**src/rtl/pe_join_pipe.sv**
```systemverilog
// pe_join_pipe: joins NUM_IN valid/ready input channels, adds one token from
// each, and carries the sum through a LATENCY-stage elastic pipeline whose
// bubbles collapse and whose back-pressure reaches the producers.
//
// Build option: define PE_JOIN_SATURATE_EN to clamp an overflowing sum to
// all-ones; without it the sum wraps modulo 2^WIDTH. Timing is identical.
module pe_join_pipe #(
  parameter int WIDTH   = 16,
  parameter int NUM_IN  = 2,
  parameter int LATENCY = 4
) (
  input  logic                         clk,
  input  logic                         rst,
  input  logic [NUM_IN*WIDTH-1:0]      data_in,
  input  logic [NUM_IN-1:0]            valid_in,
  output logic [NUM_IN-1:0]            ready_in,
  output logic [WIDTH-1:0]             data_out,
  output logic                         valid_out,
  input  logic                         ready_out,
  output logic [$clog2(LATENCY+1)-1:0] occupancy
);

  localparam int SUM_W = WIDTH + $clog2(NUM_IN);
  localparam int OCC_W = $clog2(LATENCY + 1);

  // Unsigned sum of every channel, wide enough that it can never overflow.
  function automatic logic [SUM_W-1:0] sum_channels(input logic [NUM_IN*WIDTH-1:0] d);
    logic [SUM_W-1:0] acc;
    acc = '0;
    for (int i = 0; i < NUM_IN; i++) begin
      acc = acc + SUM_W'(d[i*WIDTH +: WIDTH]);
    end
    return acc;
  endfunction

  // Narrow the wide sum back to WIDTH bits (clamp or wrap, by build).
  function automatic logic [WIDTH-1:0] reduce_sum(input logic [SUM_W-1:0] s);
`ifdef PE_JOIN_SATURATE_EN
    logic [SUM_W-1:0] lim;
    lim = '0;
    lim[WIDTH-1:0] = '1;
    if (s > lim) begin
      return '1;
    end else begin
      return s[WIDTH-1:0];
    end
`else
    return s[WIDTH-1:0];
`endif
  endfunction

  logic [LATENCY:1]            valid_r;
  logic [LATENCY:1][WIDTH-1:0] data_r;
  logic [LATENCY:1]            adv_s;
  logic                        fire_s;
  logic                        out_hs_s;
  logic [WIDTH-1:0]            stage1_data_s;
  logic [OCC_W-1:0]            occ_r;

  // Advance chain: a stage moves when the one below moves or when it is empty.
  // Accumulated from the output end so no signal feeds back on itself.
  always_comb begin
    logic open_v;
    adv_s  = '0;
    open_v = ready_out | ~valid_r[LATENCY];
    adv_s[LATENCY] = open_v;
    for (int k = LATENCY - 1; k >= 1; k--) begin
      open_v   = open_v | ~valid_r[k];
      adv_s[k] = open_v;
    end
  end

  // Join: fire only when every channel holds a token and stage 1 can take it;
  // nothing is consumed while reset is asserted.
  always_comb begin
    fire_s        = (&valid_in) & adv_s[1] & ~rst;
    out_hs_s      = valid_r[LATENCY] & ready_out;
    stage1_data_s = reduce_sum(sum_channels(data_in));
  end

  assign ready_in  = {NUM_IN{fire_s}};
  assign data_out  = data_r[LATENCY];
  assign valid_out = valid_r[LATENCY];
  assign occupancy = occ_r;

  // Pipeline stages: load on advance, hold otherwise; reset flushes all tokens.
  always_ff @(posedge clk) begin
    if (rst) begin
      valid_r <= '0;
      data_r  <= '0;
    end else begin
      if (adv_s[1]) begin
        valid_r[1] <= fire_s;
        if (fire_s) begin
          data_r[1] <= stage1_data_s;
        end
      end
      for (int k = 2; k <= LATENCY; k++) begin
        if (adv_s[k]) begin
          valid_r[k] <= valid_r[k-1];
          data_r[k]  <= data_r[k-1];
        end
      end
    end
  end

  // Occupancy tracks tokens entering versus tokens leaving each cycle.
  always_ff @(posedge clk) begin
    if (rst) begin
      occ_r <= '0;
    end else begin
      case ({fire_s, out_hs_s})
        2'b10:   occ_r <= occ_r + OCC_W'(1);
        2'b01:   occ_r <= occ_r - OCC_W'(1);
        default: occ_r <= occ_r;
      endcase
    end
  end

endmodule

```
**config.mk**
```make
export PLATFORM = sky130hd
export DESIGN_NAME = pe_join_pipe
export DESIGN_NICKNAME = d
export VERILOG_FILES = /design/src/rtl/pe_join_pipe.sv
export SDC_FILE = /design/constraint.sdc
export NUM_CORES = 1
export LEC_CHECK = 0
export ABC_CLOCK_PERIOD_IN_PS = 9800
export CORE_MARGIN = 2
export CORE_UTILIZATION = 39
export CTS_CLUSTER_SIZE = 16
export DETAILED_ROUTE_END_ITERATION = 12
export GPL_TIMING_DRIVEN = 0
export PLACE_DENSITY_LB_ADDON = 0.05
export REMOVE_ABC_BUFFERS = 1
export SLEW_MARGIN = 40
export SYNTH_ARGS = -nofsm -noshare
export SYNTH_HDL_FRONTEND = slang
export SYNTH_SLANG_ARGS = --single-unit
```
**constraint.sdc**
```tcl
create_clock -name clk -period 9.8 [get_ports clk]
set_clock_uncertainty 0.05 [all_clocks]
set_input_delay 2.94 -clock clk [delete_from_list [all_inputs] [get_ports clk]]
set_output_delay 2.94 -clock clk [all_outputs]
set_load 0.1 [all_outputs]
```
### Word level (Yosys, flattened, before mapping)

Cells that the tools add are included.

* add/sub/neg operators: 3
* eq/ne operators: 2
* mux-type cells: 1
* bitwise operators: 12
* reductions and logical operators: 3

Operator list (count)
* 16-bit adder: 1
* 3-bit one-hot mux with 2 select lines: 1
* 1-bit NOT: 5
* 1-bit bitwise OR: 4
* 2-bit AND reduction: 2
* 3-bit by 1-bit adder with 3-bit output (second input constant): 1
* 1-bit AND: 3
* 3-bit by 1-bit subtractor with 3-bit output (second input constant): 1
* 2-bit by 1-bit == test with 1-bit output (second input constant): 1
* 2-bit == test (second input constant): 1
* 2-bit nonzero test: 1

* flip-flop bits (word level): 71
* input bits: 37
* output and inout port bits: 22
* word-level logic and storage cells: 30

### Longest topological paths before layout

* depth in word-level cells: 9
* depth in mapped cells: 13
* gate-level depth less buffers: 10

### Least setup slack after synthesis

Ideal clock, no wire load.

* path type: input port to output port
* start point: input ready_out
* end point: output ready_in[0]
* arrival: 4109 ps
* required time: 6810 ps
* slack: 2701 ps
* stages: 8
* buffers on the path: 3
* cell sequence: nor2b_1 and3_1 buf_2 a21oi_1 nand2b_1 clkbuf_1 inv_1 buf_4

* cells in the longest elaborated chain, start to end: 6

RTL lines
* start: declaration: line 19 `input logic ready_out,`
* 1-bit bitwise OR: line 65 `open_v = ready_out | ~valid_r[LATENCY];`
* 1-bit bitwise OR (3 in series): line 68 `open_v = open_v | ~valid_r[k];`
* 1-bit AND (2 in series): line 76 `fire_s = (&valid_in) & adv_s[1] & ~rst;`
* end: declaration: line 16 `output logic [NUM_IN-1:0] ready_in,`

No other way between the ends.

### Worst setup path after layout

* start point: input ready_out
* end point: output ready_in[1]

The elaborated chain is that of the path after synthesis.

==> impl_results.md <==
* Status: complete, no violations
* Crit-path leading delay family: simple AND/OR/NAND/NOR gates
* DR pass1 iterations at 4
* # Post-CTS Setup Buffers at 0
* Reg area at 1420 um^2
* Clock slew at reported path FFs at ~0.070 ns
* Critical path startpoint category: input port
* Final wirelength at about 6300 um
* Unrepaired setup endpoints after global routing: false
* Synth Register Bits at 71
* DRT iter0 DRCs at 126
* PortBufs at a little under 60
* Top cells by area, synth: dfxtp_1 43%, nand2_1 13%, a21oi_1 9.3%
* Hold crit path type: reg2reg
* Area share of the largest cell type after synthesis at between 40% and 50%
* Final min period at 8.98 ns
* Skew-Pair Late Insertion Delay at 0.33 ns
* Layout cell share with drive strength beyond 1 at 9.91%
* Clock Sinks at between 70 and 80
* DR DRC count at 0
* Cts hold-fix bufs at 0
* Buf/Inv on CP at 3
* Die Y at 96.3 um
* Pin count of the biggest net entering global routing at between 40 and 50
* GRT overflow at 0
* Largest area contributor in the netlist: dfxtp_1
* Vias per cell at a little under 5
* Fmax at between 0.1 and 0.15 GHz
* Die ar. at 9270 um^2
* Min Hold Slack at 0.397 ns
* Nets at 494
* Standard-cell rows at 33
* Peak supply drop at just under 0.07 mV
* Arr. time, crit path at 5.99 ns
* Dominant synthesized flop cell: dfxtp_1
* Overall Power at 0.679 mW
* Routed Antenna Nets at 0
* Number of global-route vias before repair at about 2400
* Setup_tns at 0 ns
* Most common cell in the synthesized netlist: nand2_1
* Hold Path Depth at 2
* Tcrit/Tclk final at between 90% and 100%
* Initial Utilization at 40.4%
* Ys async rst share at 0%
* Number of cells on the worst reg-to-reg path at 10
* Max-Cap Viols at 0
* Filler cell count at between 800 and 900
* Sequential fraction of the synthesis area at 42.8%
* Total Routing Usage GR at around 15%
* Post-Synthesis Cells at 408
* Area growth syn-to-layout at 19.1%
* Post-cts resize count at 0
* Routed via count at about 2700
* Max stage delay on crit path at 0.65 ns
* Area of the mapped netlist at 3320 um^2
* Max-slew headroom at 50.1%
* Req. time, crit path at 6.81 ns
* Max stage delay cell, worst path: and3_1
* Final Max Tran Viols at 0
* Crit path cell chain: clkdlybuf4s50_1, nor2b_4, and3_1, a21oi_1, nand2b_1, inv_1, buf_2
* Number of synthesized flops with an enable pin at 0
* WL/cell at 11.5 um
* DP HPWL at 4540 um
* Levels on crit path at 7
* Clk buf depth at 2
* N_diodes at 0
* Max FO, Critical Path at 24
* Ports at just under 60
* GPL Wtd Cong at 0.839
* Worst-Margin Slew at 0.748 ns
* PD cells at approximately 170 nW/um^2
* Initial antenna violation count at 0
* Setup violators final at 0
* Synth Area per Inst at roughly 8.1 um^2
* Root Driver: clkbuf_8
* CTS Buf Count at 9
* Yosys cell types at 42
* Hold Fails Final Rpt at 0
* Leakage at approximately 1.5 nW
* First-pass GRT wire length at between 10000 and 15000 um
* Kind of critical path: in2out
* CTS tree: yes
* Capturing element type of the critical path: output port
* Core ar. at 8220 um^2
* Die Wd at approximately 96 um
* Most common library cells after synthesis: 111 x nand2_1, 71 x dfxtp_1, 62 x a21oi_1
* Ys Warns at 0
* Area of the multi-input gates at between 1500 and 2000 um^2
* H-tree levels at 3
==> cell type report <==
cell class | instances | area share, %
Multi-Input combinational cell | 294 | 42.1
Sequential cell | 71 | 35.9
Timing Repair Buffer | 59 | 12.3
Tap cell | 105 | 3.32
Clock buffer | 10 | 3.23
Clock inverter | 6 | 2.75
Inverter | 4 | 0.380
==> layer usage <==
layer  part of all wire [%]  track usage [%]
met5                      0                0
met4                    2.1             7.39
met3                    4.9             2.90
met2                     42             23.5
met1                     51             18.9
==> stage by stage <==
step	instances	setup WS, ns	instance area, um^2	utilization [%]
detailed placement	533	0.489	3710	45.2
finish	549	0.816	3960	48.1
global placement	532	-0.567	3800	46.3
CTS	549	0.477	3950	48.1
global route	549	0.438	3960	48.1
floorplan	369	1.16	3090	-
==> cell families (layout without fill, tap and decap cells) <==
logic type,after synthesis,count (layout),share of synthesized area [%]
adder cells (fa/ha/maj),18,18,7.23
buffers and inverters,43,79,7.34
AO/OA/AOI/OAI,110,110,19.2
AND/OR/NAND/NOR,150,150,19.2
flip-flops,71,71,42.8
XOR/XNOR,16,16,4.22
==> worst register-to-register path: cells and delay by family (launching register included) <==
| family | cells | cell delay [ns] |
|---|---|---|
| AO/OA/AOI/OAI | 2 | 0.37 |
| XOR/XNOR | 1 | 0.15 |
| adder cells (fa/ha/maj) | 2 | 0.69 |
| buffers and inverters | 1 | 0.06 |
| flip-flops | 1 | 0.36 |
| AND/OR/NAND/NOR | 4 | 1.98 |
==> layout by cell type (no fill, tap or decap), types with 11 or more instances in the layout <==
master	instances
ha_1	16
nand2_1	111
o21ai_0	19
clkdlybuf4s50_1	35
buf_2	22
dfxtp_1	71
a21oi_1	62
nor2_1	11
==> registers in the layout (all words and copies together), names as in the netlist <==
| signal | count |
|---|---|
| data_out | 16 |
| occupancy | 3 |
| valid_r | 4 |
| data_r | 48 |
==> report_power, final <==
part | internal, mW | switching (mW) | total (mW)
clock | 0.169 | 0.105 | 0.274
sequential | 0.301 | 0.00625 | 0.307
combinational | 0.0437 | 0.0548 | 0.0985
==> path summary, 6_finish.rpt <==
check | to | startpoint | slack [ns]
worst max register to register | occupancy[2] | valid_r[4] | 6.06
worst max-delay path | ready_in[1] | ready_out | 0.82
worst min register to register | data_out[1] | data_out[1] | 0.40
worst min-delay path | data_out[1] | data_out[1] | 0.40
(Power assumes the default switching activity.)
